$ cat src/rtl/life_seq_pkg.sv
// life_seq_pkg
//   Shared definitions for life_mode_sequencer: FSM state encoding and the
//   CMD_OP opcode values.
package life_seq_pkg;

  typedef enum logic [2:0] {
    IDLE     = 3'd0,
    LOAD     = 3'd1,
    RUN      = 3'd2,
    RUN_WAIT = 3'd3,
    DUMP     = 3'd4,
    FINISH   = 3'd5
  } life_seq_state_t;

  localparam logic [1:0] OP_NOP  = 2'b00;
  localparam logic [1:0] OP_LOAD = 2'b01;
  localparam logic [1:0] OP_RUN  = 2'b10;
  localparam logic [1:0] OP_DUMP = 2'b11;

endpackage

$ cat src/rtl/life_seq_counter.sv
// life_seq_counter
//   Loadable down-counter with a zero flag. It saturates at zero and never
//   wraps. A load takes priority over a decrement.
// Ports:
//   CLK        rising-edge clock
//   RESET      asynchronous active-high reset, clears count
//   load       load load_value this cycle
//   load_value value to load
//   dec        decrement by one (ignored when count is zero)
//   count      current count
//   zero       count == 0
module life_seq_counter #(
  parameter int unsigned WIDTH = 8
) (
  input  logic             CLK,
  input  logic             RESET,
  input  logic             load,
  input  logic [WIDTH-1:0] load_value,
  input  logic             dec,
  output logic [WIDTH-1:0] count,
  output logic             zero
);

  always_ff @(posedge CLK or posedge RESET) begin
    if (RESET) begin
      count <= '0;
    end else if (load) begin
      count <= load_value;
    end else if (dec && (count != '0)) begin
      count <= count - WIDTH'(1);
    end
  end

  assign zero = (count == '0);

endmodule

$ cat src/rtl/life_mode_sequencer.sv
// life_mode_sequencer
//   Command-driven controller for the Conway shift-register memory. It
//   accepts LOAD / RUN / DUMP commands and generates the mutually exclusive
//   LOAD_MODE / RUN_MODE / OUTPUT_MODE strobes. It counts serial bits for
//   load and dump and counts generations for run.
// Optional feature: define LIFE_SEQ_ABORT_EN to add the ABORT input, which
//   terminates an active command through FINISH.
// Ports:
//   CLK, RESET        clock; asynchronous active-high reset
//   CMD_VALID/READY   command handshake; READY is high only in IDLE
//   CMD_OP            00 NOP, 01 LOAD, 10 RUN, 11 DUMP
//   CMD_GENS          generation count for RUN
//   SERIAL_IN_VALID   external serial bit present this cycle
//   LOAD_MODE         memory shifts in SERIAL_IN
//   RUN_MODE          memory captures the grid result
//   OUTPUT_MODE       memory shifts out one bit
//   SERIAL_OUT_VALID  OUTPUT_MODE delayed one cycle (memory output is registered)
//   BUSY              state != IDLE
//   DONE              one-cycle pulse in FINISH
//   ABORT             (LIFE_SEQ_ABORT_EN only) terminate the current command
module life_mode_sequencer
  import life_seq_pkg::*;
#(
  parameter int unsigned DATA_SIZE = 64,
  parameter int unsigned GEN_WIDTH = 16,
  parameter int unsigned STEP_WAIT = 0
) (
  input  logic                 CLK,
  input  logic                 RESET,
  input  logic                 CMD_VALID,
  output logic                 CMD_READY,
  input  logic [1:0]           CMD_OP,
  input  logic [GEN_WIDTH-1:0] CMD_GENS,
  input  logic                 SERIAL_IN_VALID,
`ifdef LIFE_SEQ_ABORT_EN
  input  logic                 ABORT,
`endif
  output logic                 LOAD_MODE,
  output logic                 RUN_MODE,
  output logic                 OUTPUT_MODE,
  output logic                 SERIAL_OUT_VALID,
  output logic                 BUSY,
  output logic                 DONE
);

  localparam int unsigned BIT_W  = $clog2(DATA_SIZE + 1);
  localparam int unsigned WAIT_W = (STEP_WAIT > 0) ? $clog2(STEP_WAIT + 1) : 1;
  localparam logic [BIT_W-1:0]  BIT_LOAD  = BIT_W'(DATA_SIZE);
  localparam logic [WAIT_W-1:0] WAIT_LOAD = WAIT_W'(STEP_WAIT);

  life_seq_state_t state, state_nxt;

  logic                 abort_req;
  logic                 bit_load, bit_dec, bit_zero;
  logic [BIT_W-1:0]     bit_val, bit_cnt;
  logic                 gen_load, gen_dec, gen_zero;
  logic [GEN_WIDTH-1:0] gen_val, gen_cnt;
  logic                 wait_load, wait_dec, wait_zero;
  logic [WAIT_W-1:0]    wait_val, wait_cnt;
  logic                 sov_q;

`ifdef LIFE_SEQ_ABORT_EN
  assign abort_req = ABORT;
`else
  assign abort_req = 1'b0;
`endif

  always_ff @(posedge CLK or posedge RESET) begin
    if (RESET) begin
      state <= IDLE;
      sov_q <= 1'b0;
    end else begin
      state <= state_nxt;
      sov_q <= OUTPUT_MODE;
    end
  end

  always_comb begin
    state_nxt = state;
    bit_load  = 1'b0;
    bit_val   = '0;
    bit_dec   = 1'b0;
    gen_load  = 1'b0;
    gen_val   = '0;
    gen_dec   = 1'b0;
    wait_load = 1'b0;
    wait_val  = '0;
    wait_dec  = 1'b0;
    case (state)
      IDLE: begin
        if (CMD_VALID) begin
          case (CMD_OP)
            OP_LOAD: begin
              state_nxt = LOAD;
              bit_load  = 1'b1;
              bit_val   = BIT_LOAD;
            end
            OP_RUN: begin
              // A zero generation count still passes through RUN, which
              // sees the zero flag and goes straight to FINISH without a pulse.
              state_nxt = RUN;
              gen_load  = 1'b1;
              gen_val   = CMD_GENS;
            end
            OP_DUMP: begin
              state_nxt = DUMP;
              bit_load  = 1'b1;
              bit_val   = BIT_LOAD;
            end
            default: ;
          endcase
        end
      end
      LOAD: begin
        if (SERIAL_IN_VALID) begin
          bit_dec = 1'b1;
          if (bit_cnt == BIT_W'(1) || bit_zero) state_nxt = FINISH;
        end
      end
      RUN: begin
        if (gen_zero) begin
          state_nxt = FINISH;
        end else begin
          gen_dec = 1'b1;
          if (gen_cnt == GEN_WIDTH'(1)) begin
            state_nxt = FINISH;
          end else if (STEP_WAIT > 0) begin
            state_nxt = RUN_WAIT;
            wait_load = 1'b1;
            wait_val  = WAIT_LOAD;
          end else begin
            state_nxt = RUN;
          end
        end
      end
      RUN_WAIT: begin
        wait_dec = 1'b1;
        if (wait_cnt == WAIT_W'(1) || wait_zero) state_nxt = RUN;
      end
      DUMP: begin
        bit_dec = 1'b1;
        if (bit_cnt == BIT_W'(1) || bit_zero) state_nxt = FINISH;
      end
      FINISH: state_nxt = IDLE;
      default: state_nxt = IDLE;
    endcase

    // Abort overrides any completion decision made above, so the command
    // still produces exactly one FINISH/DONE.
    if (abort_req && (state == LOAD || state == RUN ||
                      state == RUN_WAIT || state == DUMP)) begin
      state_nxt = FINISH;
      bit_load  = 1'b1;
      bit_val   = '0;
      gen_load  = 1'b1;
      gen_val   = '0;
      wait_load = 1'b1;
      wait_val  = '0;
    end
  end

  life_seq_counter #(.WIDTH(BIT_W)) u_bit_cnt (
    .CLK        (CLK),
    .RESET      (RESET),
    .load       (bit_load),
    .load_value (bit_val),
    .dec        (bit_dec),
    .count      (bit_cnt),
    .zero       (bit_zero)
  );

  life_seq_counter #(.WIDTH(GEN_WIDTH)) u_gen_cnt (
    .CLK        (CLK),
    .RESET      (RESET),
    .load       (gen_load),
    .load_value (gen_val),
    .dec        (gen_dec),
    .count      (gen_cnt),
    .zero       (gen_zero)
  );

  life_seq_counter #(.WIDTH(WAIT_W)) u_wait_cnt (
    .CLK        (CLK),
    .RESET      (RESET),
    .load       (wait_load),
    .load_value (wait_val),
    .dec        (wait_dec),
    .count      (wait_cnt),
    .zero       (wait_zero)
  );

  assign CMD_READY        = (state == IDLE);
  assign BUSY             = (state != IDLE);
  assign DONE             = (state == FINISH);
  assign LOAD_MODE        = (state == LOAD) && SERIAL_IN_VALID;
  assign RUN_MODE         = (state == RUN) && !gen_zero;
  assign OUTPUT_MODE      = (state == DUMP);
  assign SERIAL_OUT_VALID = sov_q;

endmodule

$ cat config.mk
export PLATFORM = sky130hd
export DESIGN_NAME = life_mode_sequencer
export DESIGN_NICKNAME = d
export VERILOG_FILES = /design/src/rtl/life_seq_pkg.sv /design/src/rtl/life_seq_counter.sv /design/src/rtl/life_mode_sequencer.sv
export SDC_FILE = /design/constraint.sdc
export NUM_CORES = 1
export LEC_CHECK = 0
export BUFFER_PORTS_ARGS = -buffer_cell sky130_fd_sc_hd__buf_4
export CAP_MARGIN = 20
export CORE_ASPECT_RATIO = 1.4
export CORE_UTILIZATION = 59
export CTS_CLUSTER_DIAMETER = 200
export DETAILED_ROUTE_END_ITERATION = 12
export PLACE_DENSITY = 0.83
export SLEW_MARGIN = 25
export SYNTH_ARGS = -nofsm -noshare
export SYNTH_HDL_FRONTEND = slang
export SYNTH_SLANG_ARGS = --single-unit
$ cat constraint.sdc
create_clock -name CLK -period 5.4 [get_ports CLK]
set_clock_uncertainty 0.1 [all_clocks]
set_input_delay 0 -clock CLK [delete_from_list [all_inputs] [get_ports CLK]]
set_output_delay 0 -clock CLK [all_outputs]
set_load 0.05 [all_outputs]
* After elaboration in Yosys (flattened, before gate mapping) *
Index checks and enable logic that the tools add are counted.

cells by class
  $add $sub $neg = 2
  multipliers = 0
  div/mod/pow operators = 0
  order comparisons = 0
  equality and inequality tests = 13
  shift operators = 0
  multiplexer cells = 27
  bitwise gates (word level) = 0
  reductions and logical operators = 16

operators by type and width
  kind                     number
  $mux W16                 5
  $mux W7                  5
  $eq A16 B1 Y1 const B    1
  $logic_not A16 Y1        1
  $reduce_bool A16 Y1      1
  $sub A16 B1 Y16 const B  1
  $mux W3                  5
  $pmux W3 S5              1
  $mux W1                  9
  $pmux W3 S3              1
  $eq A7 B1 Y1 const B     1
  $logic_not A7 Y1         1
  $reduce_bool A7 Y1       1
  $sub A7 B1 Y7 const B    1
  $eq A3 B2 Y1 const B     2
  $eq A3 B3 Y1 const B     2
  $eq A2 B2 Y1 const B     2
  $logic_and A1 B1 Y1      4
  $ne A2 B2 Y1 const B     2
  $ne A4 B1 Y1 const B     1
  $reduce_bool A2 Y1       2
  $eq A3 B1 Y1 const B     1
  $logic_not A3 Y1         1
  $reduce_and A3 Y1        1
  other kinds (6)          6

storage, ports and cells
  register bits = 27
  bits in latches = 0
  memory bits (writable) = 0
  ROM bits = 0
  bits of input ports = 22
  logic and storage cells = 62
  memories = 0

* Depth between registers and ports, before layout *
  word-level depth = 6
  gate-level depth with buffers = 8
  gate-level depth less buffers = 7

* Cells and area by module *
From an unflattened synthesis, not the netlist that was laid out.

unflattened totals
  cell total of the unflattened synthesis = 259
  area total of the unflattened synthesis = 2154.6 um^2

modules (own cells, without submodules)
  module                          times used  cells each  area each (um^2)  seq. area each (um^2)
  life_seq_counter at u_gen_cnt   1           122         1034.7            400.4
  life_mode_sequencer             1           74          566.8             100.1
  life_seq_counter at u_bit_cnt   1           58          504.2             175.2
  life_seq_counter at u_wait_cnt  1           5           48.8              25.0

* Least setup slack after synthesis *
Ideal clock, no wire load.

  path kind = register to register
  start = register state[0]
  end = register u_gen_cnt.count[0]
  setup time = 0.078 ns
  data arrival time = 2.727 ns
  slack = 2.495 ns
  cell stages (with the launch flop) = 7
  period minus slack after synthesis = 2.905 ns
  cells stage by stage = dfrtp_1 buf_6 nor3_1 nand3_1 clkbuf_1 clkbuf_1 a21oi_1

RTL lines
  element                                         RTL line                   text
  from (decl)                                     life_mode_sequencer.sv:51  life_seq_state_t state, state_nxt;
  from (signal assigned)                          life_mode_sequencer.sv:73  state <= state_nxt;
  $logic_not A3 Y1 *                              --
  via CMD_READY                                   life_mode_sequencer.sv:31  output logic CMD_READY,
  $mux W16 or $mux W1 (tied branches)             life_mode_sequencer.sv:89  case (state)
  $mux W16 or $reduce_bool A2 Y1 (tied branches)  --
  to (signal assigned)                            life_seq_counter.sv:28     count <= load_value;
  to (signal assigned)                            life_seq_counter.sv:30     count <= count - WIDTH'(1);
  to (decl)                                       life_seq_counter.sv:20     output logic [WIDTH-1:0] count,

The timed path passes the listed nets; every way through them passes the cells marked *.
A chain may end at the register's enable or synchronous reset.

* Worst setup path after layout *
  start = register state[2]
  end = register u_gen_cnt.count[1]

between the ends
  cells in the longest elaborated chain, start to end = 4

RTL lines
  element                              RTL line                   text
  $eq A3 B2 Y1                         life_mode_sequencer.sv:89
  $mux W1                              life_mode_sequencer.sv:89
  $logic_and A1 B1 Y1                  life_seq_counter.sv:29     end else if (dec && (count != '0)) begin
  $reduce_bool A2 Y1 (no source line)  --

Parallel ways exist; a longest one is shown, timed or not.

==> impl_metrics.yaml <==
cts:
  cts_resized: 0
  clkSinkCount: 27
  cts_setup_buffers: 0
  clk_pin_slew_worst_paths_ns: 0.15
  cts_buffers: 3
  htreeDepth: 1
  hold_buffers: 21
  cts_root_buf: "clkbuf_4"
  cts_tree: "built"
  cts_max_path_buffers: 2
  clock_latency_ns: 0.33
power:
  ir_worst_vdd_uv: 397.7
  p_leak_nw: 0.8422
  power_density_nw_per_um2: 470.1
synth:
  synth_edf_count: 0
  synth.most_common_cell: "dfrtp_1"
  synth_top_area_share_pct: 40.69
  syn-num-nets: 212
  synth_area_sq_um: 1660
  ys_seq_area_share_pct: 40.69
  synth_common_cells: "27 x dfrtp_1, 24 x nor2_1, 15 x a21oi_1, 11 x nand2_1"
  synth_cells: 186
  synth_ff_type: "dfrtp_1"
  synth_top_cell_by_area: "dfrtp_1"
  synth_area_leaders: "dfrtp_1 41%, nor2_1 5.4%, xnor2_1 4.7%, a21oi_1 4.5%, ha_1 3.0%"
  synth.distinct_cells: 43
  syn_avg_cell_area_sq_um: 8.927
  ys_ff_latch: 27
  yosys_warnings: 0
  synthArstFlopShare_pct: 100.0
placed_design:
  dp_hpwl_microns: 2623
  dp.cells: 243
  post-place-ws_ns: 2.599
  io_buffer_count: 28
  place_congestion: 0.8618
critical_path:
  r2r-end: "u_gen_cnt.count[1]"
  path_class: "reg -> reg"
  cp.arrival_ns: 2.63
  end_kind: "register"
  r2r-start: "state[2]"
  cp_max_fo: 30
  r2r_cells: 3
  startpoint_type: "register"
  crit_required_ns: 5.54
  rrSetupSlack_ns: 2.91
finish:
  fin_cells: 268
  diodes: 0
  final_nets: 259
  area_delta_synth_final_pct: 27.88
  drive_above_1_share_pct: 17.67
global_route:
  antenna_found_initial: 0
  grt-ovfl-total: 0
  grt_pass1_vias: 1542
  grt_max_degree: 31
  grt_usage_pct: 29.97
  grt_pass1_wl_microns: 6568
timing:
  fin_setup_tns_ns: 0
  period_needed_ns: 2.495
  worst_slack_ns: 2.905
  finalSetupViolCount: 0
  fmax_mhz: 400.8
  relSlewSlack_pct: 47.30
  slew_violations: 0
  grt_setup_unrepaired: "no"
  tightest_slew_ns: 0.7845
  hold_viol: 0
  fin_crit_sh_pct: 46.20
run:
  cap_violations: 0
floorplanning:
  die_w_microns: 46.84
  num_rows: 22
  die_y_microns: 64.77
  core_sq_um: 2643
  pin_count: 29
  die_area_sq_um: 3034
  start_util_pct: 62.83
worst_hold_path:
  hold_path_startpoint: "CMD_VALID"
  hp-class: "in -> reg"
  hold_path_depth: 3
  min_to: "u_bit_cnt.count[6]"
routing:
  first_pass_iters: 4
  route.detailed.drc: 0
  finalWirelength_microns: 3853
  via_per_inst: 5.993
  drt_first_iter_violations: 33
  wl_per_cell_microns: 14.38
  ant_nets: 0
  num_vias: 1606
outcome:
  run_status: "completed"
==> per-layer routing <==
| layer | wire (microns) | up-vias | GRT usage, % |
|---|---|---|---|
| li1 | - | 768 | - |
| met1 | 1537 | 777 | 33.21 |
| met2 | 2138 | 53 | 52.08 |
| met3 | 122 | 8 | 6.685 |
| met4 | 55 | 0 | 12.86 |
| met5 | 0 | - | 0 |
==> cell usage in the layout, fill, tap and decap left out, types with 3 or more instances in the layout <==
cell / Yosys / final
nor2b_1: 3 / 3
xnor2_1: 9 / 9
nor2_1: 24 / 24
dlygate4sd3_1: 0 / 21
and2_1: 4 / 4
nand3_1: 9 / 8
mux2i_1: 3 / 3
ha_1: 4 / 4
nand4_1: 6 / 6
clkbuf_4: 0 / 3
buf_4: 0 / 28
dfrtp_1: 27 / 27
or3_1: 3 / 3
inv_1: 7 / 6
nor3_1: 7 / 7
nor4_1: 3 / 3
a21oi_1: 15 / 15
o21ai_0: 4 / 4
nand2_1: 11 / 11
xor2_1: 5 / 5
==> through the flow <==
stage	utilization [%]	power [mW]	hold slack, ns	instance area (sq um)
global route	80.35	1.072	0.06073	2123
global placement	71.21	0.8663	0.1148	1882
finish	80.35	0.9982	0.02189	2123
floorplan	-	0.7724	-0.04728	1660
CTS	80.16	0.9905	0.02698	2118
detailed placement	71.21	0.8905	0.1253	1882
==> worst max-delay path, cell delays in order, from the launching register on <==
cell     delay [ns]
dfrtp_1        0.53
nor3_1         0.70
nand3_2        0.60
mux2_2         0.46
==> worst max-delay path by stage <==
stage	slack (ns)	start	endpoint	depth (start not counted)
after floorplan	2.50	state[0]	u_gen_cnt.count[0]	6
after global placement	2.76	state[2]	u_gen_cnt.count[1]	3
after detailed placement	2.60	state[2]	u_gen_cnt.count[1]	3
after CTS	2.59	state[2]	u_gen_cnt.count[1]	3
after global routing	2.71	state[2]	u_gen_cnt.count[1]	3
final	2.91	state[2]	u_gen_cnt.count[1]	3
==> logic make-up after synthesis <==
family | synth area share [%]
AOI/OAI and AO/OA | 13.72
DFF | 40.69
and+or+nand+nor | 29.09
buffers and inverters | 3.617
muxes | 2.487
adders and majority gates | 3.014
xor gates and xnor gates | 7.385
==> registers in the layout, indices dropped and copies added, names as in the netlist <==
register          flops
u_bit_cnt.count       7
u_gen_cnt.count      16
SERIAL_OUT_VALID      1
state                 3
==> power by group <==
group | switching [mW] | internal (mW)
registers | 0.126 | 0.294
logic | 0.274 | 0.213
clock network | 0.0616 | 0.0290
total | 0.462 | 0.536
==> area by class of cell <==
type	instances	area [sq um]
well taps	36	45.04
inverters	7	26.28
repair buffers	49	420.4
fillers	188	519.2
multi-input cells	145	929.6
flip-flops and latches	27	675.6
clock buffers	4	26.28
Note: power is estimated with default switching activity, not from simulation.
